--- config.mk ---
export PLATFORM = sky130hd
export DESIGN_NAME = axi_stream_slave_fifo
export DESIGN_NICKNAME = d
export VERILOG_FILES = /design/src/rtl/axis_pkg.sv /design/src/rtl/axis_sync_fifo.sv /design/src/rtl/axi_stream_slave_fifo.sv
export SDC_FILE = /design/constraint.sdc
export NUM_CORES = 1
export LEC_CHECK = 0
export CAP_MARGIN = 20
export CORE_MARGIN = 10
export CORE_UTILIZATION = 55
export CTS_CLUSTER_SIZE = 10
export DETAILED_ROUTE_END_ITERATION = 12
export PLACE_DENSITY = 0.73
export SYNTH_ARGS = -nofsm -noshare
export SYNTH_HDL_FRONTEND = slang
export SYNTH_SLANG_ARGS = --single-unit
export TNS_END_PERCENT = 1
--- constraint.sdc ---
create_clock -name s00_axis_aclk -period 6.09 [get_ports s00_axis_aclk]
set_clock_uncertainty 0.2 [all_clocks]
set_input_delay 0.9135 -clock s00_axis_aclk [delete_from_list [all_inputs] [get_ports s00_axis_aclk]]
set_output_delay 0.9135 -clock s00_axis_aclk [all_outputs]
set_load 0.01 [all_outputs]
--- src/rtl/axis_pkg.sv ---
// axis_pkg: receive state encoding and default AXI-Stream width/depth shared by the FIFO slice
package axis_pkg;
  localparam int AXIS_DATA_W = 32;
  localparam int AXIS_FIFO_DEPTH = 16;
  typedef enum logic {RX_IDLE = 1'b0, RX_FRAME = 1'b1} rx_state_t;
endpackage

--- src/rtl/axis_sync_fifo.sv ---
// axis_sync_fifo: first-word-fall-through synchronous FIFO with occupancy count
module axis_sync_fifo import axis_pkg::*; #(
  parameter int W = AXIS_DATA_W + 1,
  parameter int DEPTH = AXIS_FIFO_DEPTH
) (
  input  logic                       clk,
  input  logic                       rst_n,
  input  logic                       wr_en,
  input  logic [W-1:0]               wr_data,
  input  logic                       rd_en,
  output logic [W-1:0]               rd_data,
  output logic                       empty,
  output logic [$clog2(DEPTH):0]     count
);
  localparam int AW = $clog2(DEPTH);
  localparam logic [AW:0] FULL_CNT = (AW+1)'(DEPTH);
  logic [W-1:0] mem [DEPTH];
  logic [AW-1:0] wr_ptr, rd_ptr;
  logic full, do_wr, do_rd;
  assign full = count == FULL_CNT;
  assign empty = count == '0;
  assign do_wr = wr_en && !full;
  assign do_rd = rd_en && !empty;
  // Head word is presented combinationally; zero when empty so outputs are clean in reset.
  assign rd_data = empty ? '0 : mem[rd_ptr];
  // Storage array, written without reset since occupancy alone qualifies the contents.
  always_ff @(posedge clk)
    if (do_wr) mem[wr_ptr] <= wr_data;
  // Pointers wrap naturally at DEPTH; count tracks the net of writes and reads.
  always_ff @(posedge clk or negedge rst_n)
    if (!rst_n) begin
      wr_ptr <= '0;
      rd_ptr <= '0;
      count  <= '0;
    end else begin
      if (do_wr) wr_ptr <= wr_ptr + 1'b1;
      if (do_rd) rd_ptr <= rd_ptr + 1'b1;
      count <= count + (AW+1)'(do_wr) - (AW+1)'(do_rd);
    end
endmodule

--- src/rtl/axi_stream_slave_fifo.sv ---
// axi_stream_slave_fifo: AXI-Stream slave buffering words into a FWFT FIFO with frame tracking.
// Optional frame counter driving frame_avail is enabled by defining AXIS_SLAVE_FRAME_CNT_EN.
module axi_stream_slave_fifo import axis_pkg::*; #(
  parameter int C_S_AXIS_TDATA_WIDTH = AXIS_DATA_W,
  parameter int FIFO_DEPTH = AXIS_FIFO_DEPTH
) (
  input  logic                              s00_axis_aclk,
  input  logic                              s00_axis_aresetn,
  input  logic                              s00_axis_tvalid,
  input  logic [C_S_AXIS_TDATA_WIDTH-1:0]   s00_axis_tdata,
  input  logic [C_S_AXIS_TDATA_WIDTH/8-1:0] s00_axis_tstrb,
  input  logic                              s00_axis_tlast,
  output logic                              s00_axis_tready,
  input  logic                              rd_en,
  output logic                              rd_valid,
  output logic [C_S_AXIS_TDATA_WIDTH-1:0]   rd_data,
  output logic                              rd_last,
  output logic                              strb_err,
  output logic                              frame_avail
);
  localparam int AW = $clog2(FIFO_DEPTH);
  localparam logic [AW:0] FULL_CNT = (AW+1)'(FIFO_DEPTH);
  logic [AW:0] count;
  logic empty, accept, pop;
  rx_state_t rx_state;
  // Ready is held low while reset is asserted and otherwise reflects free space only.
  assign s00_axis_tready = s00_axis_aresetn && (count < FULL_CNT);
  assign accept = s00_axis_tvalid && s00_axis_tready;
  assign rd_valid = !empty;
  assign pop = rd_en && rd_valid;
  axis_sync_fifo #(.W(C_S_AXIS_TDATA_WIDTH + 1), .DEPTH(FIFO_DEPTH)) u_fifo (
    .clk     (s00_axis_aclk),
    .rst_n   (s00_axis_aresetn),
    .wr_en   (accept),
    .wr_data ({s00_axis_tlast, s00_axis_tdata}),
    .rd_en   (pop),
    .rd_data ({rd_last, rd_data}),
    .empty   (empty),
    .count   (count)
  );
  // Receive FSM: tracks whether the upstream is between frames or inside one.
  always_ff @(posedge s00_axis_aclk or negedge s00_axis_aresetn)
    if (!s00_axis_aresetn) rx_state <= RX_IDLE;
    else if (accept)
      case (rx_state)
        RX_IDLE:  rx_state <= s00_axis_tlast ? RX_IDLE : RX_FRAME;
        RX_FRAME: rx_state <= s00_axis_tlast ? RX_IDLE : RX_FRAME;
        default:  rx_state <= RX_IDLE;
      endcase
  // Sticky flag for any accepted word with partial byte qualifiers; the word is still kept.
  always_ff @(posedge s00_axis_aclk or negedge s00_axis_aresetn)
    if (!s00_axis_aresetn) strb_err <= 1'b0;
    else if (accept && !(&s00_axis_tstrb)) strb_err <= 1'b1;
`ifdef AXIS_SLAVE_FRAME_CNT_EN
  logic [AW:0] frame_cnt;
  logic frame_in, frame_out;
  assign frame_in = accept && s00_axis_tlast;
  assign frame_out = pop && rd_last;
  assign frame_avail = frame_cnt != '0;
  // Complete frames stored: up on an accepted tlast word, down on a popped tlast word.
  always_ff @(posedge s00_axis_aclk or negedge s00_axis_aresetn)
    if (!s00_axis_aresetn) frame_cnt <= '0;
    else frame_cnt <= frame_cnt + (AW+1)'(frame_in) - (AW+1)'(frame_out);
`else
  assign frame_avail = 1'b0;
`endif
endmodule
==> results of run 1 <==
-- area by class of cell --
type | instances | area, sq um | area share, %
inverters | 11 | 41.3 | 0.169
well taps | 511 | 639 | 2.62
multi-input cells | 395 | 4700 | 19.3
clock buffers | 75 | 1590 | 6.52
clock inverters | 2 | 25.0 | 0.103
flip-flops and latches | 542 | 16200 | 66.5
repair buffers | 103 | 1180 | 4.83
-- metal layers --
metal  part of all wire (%)  vias to the layer above  GRT usage (%)
met5                      0                        -              0
met4                    2.2                        0           5.59
met3                    6.8                       79           3.58
met2                     51                      413           32.2
met1                     40                     5330           25.0
li1                       -                     4364              -
-- power by group through the flow --
stage | clock network, mW | logic, mW | registers (mW)
3_5_place_dp | 0 | 3.42 | 4.62
5_1_grt | 3.29 | 3.63 | 4.57
3_3_place_gp | 0 | 3.36 | 4.61
4_1_cts | 3.14 | 3.45 | 4.55
6_report | 3.09 | 3.40 | 4.54
2_1_floorplan | 0 | 2.46 | 4.37
-- registers in the layout, indices dropped and copies added, names as in the netlist --
name and flops:
u_fifo.mem 528, u_fifo.wr_ptr 4, u_fifo.count 5, strb_err 1, u_fifo.rd_ptr 4
-- worst max path at each step --
stage	depth (start not counted)	from	slack (ns)	endpoint
floorplan	5	s00_axis_aresetn	1.38	u_fifo.mem[3][0]
global route	5	u_fifo.rd_ptr[1]	0.88	rd_data[19]
CTS	5	u_fifo.rd_ptr[1]	1.02	rd_data[29]
finish	5	u_fifo.rd_ptr[1]	0.97	rd_data[29]
detailed placement	5	u_fifo.rd_ptr[1]	1.74	rd_data[29]
global placement	5	s00_axis_aresetn	1.53	u_fifo.mem[11][13]
-- metrics by stage --
stage	power (mW)	hold WS, ns
2_1_floorplan	6.83	0.293
3_3_place_gp	7.98	0.243
3_5_place_dp	8.04	0.249
4_1_cts	11.1	0.261
5_1_grt	11.5	0.266
6_report	11.0	0.252
-- worst reg2reg max path, cell delays in order, from the launching register on --
cell and delay (ns):
dfrtp_1 0.38, inv_1 0.09, ha_1 0.13, or4b_4 0.51, and2_0 0.32, ha_1 0.33, inv_1 0.06, ha_1 0.15
inv_1 0.06, fa_1 0.42, inv_1 0.07, a21oi_1 0.06, o21bai_1 0.18, xnor2_1 0.14
-- kinds of logic after synthesis --
family / share of synthesized area [%]
DFF: 76.5
muxes: 13.8
and+or+nand+nor: 2.28
other: 0.0177
buffers and inverters: 1.87
AOI/OAI and AO/OA: 4.33
adders and majority gates: 0.744
xor gates and xnor gates: 0.414
-- cell usage in the layout, fill, tap and decap left out, types with 13 or more instances in the layout --
master / netlist / final
clkdlybuf4s50_1: 0 / 76
clkbuf_1: 20 / 13
a22oi_1: 34 / 34
o211ai_1: 32 / 32
nand3_1: 32 / 32
a22oi_2: 30 / 30
buf_4: 16 / 13
mux4_2: 100 / 100
mux2i_1: 64 / 64
nand2_1: 39 / 39
nor2_4: 0 / 13
edfxtp_1: 528 / 528
clkbuf_16: 0 / 61
==> flow_metrics.tcl, run 1 <==
set metrics [dict create \
    ys_warn_count 0 \
    gp_congestion 0.732 \
    p_int_mw 7.71 \
    critPathRequiredTime_ns 4.98 \
    yosysSeqAreaShare_pct 76.5 \
    slew_headroom_pct 23.9 \
    n_antenna_cell 0 \
    status "finished clean" \
    hold_start "strb_err" \
    leakage_nw 7.78 \
    final_antenna_net_count 0 \
    drive_gt1_share_pct 22.0 \
    switching_power_mw 3.32 \
    critPathMaxFanout 53 \
    maxCapViolations 0 \
    grt_pass1_wl_um 68100 \
    grt_pass1_vias 10800 \
    r2r_start "u_fifo.count[3]" \
    p_per_area_nw_per_um2 452 \
    synth.area.top_cells "edfxtp_1 75%, mux4_2 11%, mux2i_1 3.0%" \
    yosysTopAreaCellShare_pct 74.9 \
    stdcell_count 1639 \
    dieArea_sq_um 46800 \
    grt_remaining_overflow 0 \
    pwr-share-clk_pct 28.0 \
    reg2reg_depth 13 \
    initial_core_util_pct 56.0 \
    cts-hold-fix-buffers 0 \
    final_nets 1166 \
    comb_power_share_pct 30.8 \
    hold_violations 0 \
    finish.utilization_pct 64.4 \
    via_per_inst 6.21 \
    rsz0062_at_grt "false" \
    layout_worst_path_cycle_share_pct 84.0 \
    maxSlewViolCount 0 \
    synthArstFlopShare_pct 2.58 \
    path_clk_slew_ns 0.05 \
    path_delay_family "simple AND/OR/NAND/NOR gates" \
    start_kind "register" \
    post-place-cells 1562 \
    cts_resized 0 \
    gr-usage-all-layers_pct 19.1 \
    cp_cell_sequence "nor2b_4 > a22oi_1 > a22oi_2 > o211ai_1 > clkdlybuf4s50_1" \
    ys_ff_latch 542 \
    rows 71 \
    min_period_ns 5.12 \
    swShare_pct 30.1 \
    reg2reg_slack_ns 2.90 \
    ys_types 38 \
    setup_tns_ns 0 \
    peakVddDrop_v 0.000319 \
    setup_slack_ns 0.975 \
    placed_area_sq_um 22800 \
    worst_pin_slew_ns 1.14 \
    drc 0 \
    grt_max_degree 55 \
    synth_ff_type "edfxtp_1" \
    dr_total_vias 10200 \
    cpPeakStageDelay_ns 1.00 \
    numCtsBuffers 60 \
    wl_um 44700 \
    h-tree-depth 2 \
    synth_enable_flop_cells 528 \
    synth_cells 1008 \
    wire_per_inst_um 27.2 \
    yosysTopAreaCell "edfxtp_1" \
    synth.most_common_cell "edfxtp_1" \
    max_freq_mhz 195 \
    synthesis.nets 1061 \
    fillers 2514 \
    io_pins 78 \
    crit_type "register to output port" \
    cp_data_arrival_time_ns 4.00 \
    syn_area_per_cell_sq_um 21.0 \
    netlist_top_cells_count "528 x edfxtp_1, 100 x mux4_2, 64 x mux2i_1" \
    fin_area_sq_um 24400 \
    die_w_um 216 \
    setup_violations 0 \
    clk-insertion-delay-late_ns 0.60 \
    worst-path-buf-inv 1 \
    grt_antenna_before_repair 0 \
    cts-root-buf "clkbuf_16" \
    drt-initial-drc-count 839 \
    synth_area_sq_um 21200 \
    cp_slowest_cell "nor2b_4" \
    dp_hpwl_um 25700 \
    postCtsSetupRepairBufs 0 \
    dp_slack_ns 1.74 \
    core_area_sq_um 37800 \
    whs_endpoint "strb_err" \
    hold_depth 1 \
    clockBufferDepth 3 \
    area_growth_pct 15.2 \
    fp.dieH_um 216 \
    seqPwrFrac_pct 41.2 \
    cts_sinks 542 \
    portBuffers 76 \
    hold_class "register to register" \
    cts_tree "built" \
    first_pass_iters 5 \
    r2r_end "u_fifo.count[4]" \
    end_kind "output port" \
]
(Power assumes the default switching activity.)
==> run 2: changes to the inputs <==
--- a/config.mk
+++ b/config.mk
@@ -10,7 +10,7 @@
 export CORE_UTILIZATION = 55
 export CTS_CLUSTER_SIZE = 10
 export DETAILED_ROUTE_END_ITERATION = 12
-export PLACE_DENSITY = 0.73
+export PLACE_DENSITY = 0.76
 export SYNTH_ARGS = -nofsm -noshare
 export SYNTH_HDL_FRONTEND = slang
 export SYNTH_SLANG_ARGS = --single-unit
==> constraint.sdc (replaced) <==
create_clock -name s00_axis_aclk -period 4.7 [get_ports s00_axis_aclk]
set_clock_uncertainty 0.2 [all_clocks]
set_input_delay 0.705 -clock s00_axis_aclk [delete_from_list [all_inputs] [get_ports s00_axis_aclk]]
set_output_delay 0.705 -clock s00_axis_aclk [all_outputs]
set_load 0.01 [all_outputs]
==> run 2 against run 1 <==
Compared with the run above:
- setup slack worse by 0.70 ns
- hold slack worse by 0.029 ns
- cell count is 0.12% higher
- combinational power is 38% higher
- critical path type unchanged
- largest cell class unchanged
- largest power group unchanged
==> flow_metrics.tcl, run 2 (synthesis gave the netlist of run 1 again) <==
set metrics [dict create \
    leakage_nw 7.79 \
    reg2reg_slack_ns 1.54 \
    setup_tns_ns 0 \
    min_period_ns 4.42 \
    cts_resized 0 \
    rows 71 \
    cp_cell_sequence "nor2b_4 > a22oi_1 > a22oi_2 > o211ai_1 > clkdlybuf4s50_1" \
    slew_headroom_pct 26.1 \
    cp_data_arrival_time_ns 3.52 \
    worst_pin_slew_ns 1.11 \
    wire_per_inst_um 28.0 \
    critPathMaxFanout 32 \
    largest_reg_flops 528 \
    critPathRequiredTime_ns 3.80 \
    stdcell_count 1641 \
    rsz0062_at_grt "false" \
    max_freq_mhz 226 \
    wl_um 46000 \
    maxCapViolations 0 \
    area_growth_pct 14.9 \
    drive_gt1_share_pct 22.9 \
    core_area_sq_um 37800 \
    fillers 2489 \
    h-tree-depth 2 \
    end_kind "output port" \
    cp_slowest_cell "nor2b_4" \
    postCtsSetupRepairBufs 0 \
    hold_class "primary input to asynchronous set/reset pin" \
    layout_worst_path_cycle_share_pct 94.1 \
    crit_type "register to output port" \
    first_pass_iters 5 \
    drt-initial-drc-count 1085 \
    layout_commonest_cell "edfxtp_1" \
    fp.dieH_um 216 \
    dr_total_vias 10500 \
    r2r_end "u_fifo.count[4]" \
    worst-path-buf-inv 1 \
    status "finished clean" \
    hold_violations 0 \
    grt_pass1_vias 11000 \
    setup_violations 0 \
    p_per_area_nw_per_um2 590 \
    portBuffers 76 \
    clockBufferDepth 3 \
    path_clk_slew_ns 0.05 \
    peakVddDrop_v 0.000338 \
    placed_area_sq_um 22800 \
    cpPeakStageDelay_ns 0.96 \
    maxSlewViolCount 0 \
    cts-hold-fix-buffers 0 \
    numCtsBuffers 60 \
    start_kind "register" \
    gr-usage-all-layers_pct 19.8 \
    top_register "u_fifo.mem" \
    cts-root-buf "clkbuf_16" \
    initial_core_util_pct 56.0 \
    dp_hpwl_um 25100 \
    die_w_um 216 \
    grt_antenna_before_repair 3 \
    r2r_start "u_fifo.count[2]" \
    grt_pass1_wl_um 69800 \
    dieArea_sq_um 46800 \
    post-place-cells 1573 \
    cts_tree "built" \
    grt_remaining_overflow 0 \
    via_per_inst 6.37 \
    cts_sinks 542 \
    fin_area_sq_um 24300 \
    layout_common_cells "528 x edfxtp_1, 100 x mux4_2, 76 x clkdlybuf4s50_1" \
    clk-insertion-delay-late_ns 0.60 \
    final_antenna_net_count 0 \
    reg_top3 "u_fifo.mem: 528 flops, u_fifo.count: 5 flops" \
    io_pins 78 \
    drc 0 \
    final_nets 1177 \
    grt_max_degree 48 \
    reg2reg_depth 13 \
    path_delay_family "simple AND/OR/NAND/NOR gates" \
    gp_congestion 0.763 \
]
-- run 2: cell count changes in the layout (fill, tap and decap cells not counted), sizes merged --
cell	previous run	this run
clkbuf	75	61
buf	27	38
clkinv	1	4
diode	0	2
-- run 2: how the worst max path moves through the flow --
| stage | startpoint | end | slack, ns | cells past startpoint |
|---|---|---|---|---|
| 2_1_floorplan | s00_axis_aresetn | u_fifo.mem[3][0] | 0.20 | 5 |
| 6_report | u_fifo.rd_ptr[2] | rd_data[6] | 0.28 | 5 |
| 3_5_place_dp | s00_axis_aresetn | u_fifo.mem[7][16] | 0.88 | 7 |
| 5_1_grt | u_fifo.rd_ptr[2] | rd_data[1] | 0.13 | 5 |
| 3_3_place_gp | s00_axis_aresetn | u_fifo.mem[7][14] | 0.87 | 7 |
| 4_1_cts | u_fifo.rd_ptr[2] | rd_data[1] | 0.25 | 5 |
-- run 2: worst reg2reg max path, delay by kind of cell, from the launching register on --
kind / cells / cell delay [ns]
flip-flops: 1 / 0.39
AO/OA/AOI/OAI: 2 / 0.22
adder cells (fa/ha/maj): 4 / 1.04
buffers and inverters: 4 / 0.28
XOR/XNOR: 1 / 0.13
AND/OR/NAND/NOR: 2 / 0.81
-- run 2: per-layer routing --
| metal | share of wire [%] | GRT usage [%] | vias to the layer above |
|---|---|---|---|
| li1 | - | - | 4379 |
| met5 | 0.024 | 0 | - |
| met3 | 9.2 | 4.33 | 85 |
| met4 | 2.6 | 6.62 | 2 |
| met2 | 49 | 31.5 | 512 |
| met1 | 39 | 27.0 | 5474 |
-- run 2: through the flow --
step                      hold WS, ns  power, mW  utilization, %  worst slack [ns]
after floorplan                 0.209       8.85               -             0.198
after global placement          0.242       10.5            60.2             0.873
after detailed placement        0.247       10.6            60.2             0.881
after CTS                       0.206       14.5            64.3             0.245
after global routing            0.233       15.0            64.3             0.125
final                           0.223       14.4            64.3             0.277
-- run 2: final cells by class --
cell class / count / area (sq um) / share of cell area [%]
inverters: 11 / 41.3 / 0.170
flip-flops and latches: 542 / 16200 / 66.7
well taps: 511 / 639 / 2.63
multi-input cells: 395 / 4700 / 19.3
clock inverters: 5 / 37.5 / 0.154
diodes: 2 / 5.00 / 0.0206
clock buffers: 61 / 1510 / 6.19
repair buffers: 114 / 1180 / 4.87
-- run 2: report_power, final --
| part | switching (mW) | total (mW) | leakage, nW | internal (mW) |
|---|---|---|---|---|
| logic | 2.42 | 4.68 | 2.12 | 2.26 |
| clock network | 1.66 | 3.89 | 0.759 | 2.23 |
| registers | 0.277 | 5.79 | 4.91 | 5.51 |
==> run 3: changes to the inputs <==
--- a/config.mk
+++ b/config.mk
@@ -11,6 +11,7 @@
 export CTS_CLUSTER_SIZE = 10
 export DETAILED_ROUTE_END_ITERATION = 12
 export PLACE_DENSITY = 0.76
+export SKIP_CTS_REPAIR_TIMING = 1
 export SYNTH_ARGS = -nofsm -noshare
 export SYNTH_HDL_FRONTEND = slang
 export SYNTH_SLANG_ARGS = --single-unit
==> results of run 3 <==
No change in the layout: final DEF, timing and power equal those of run 2.
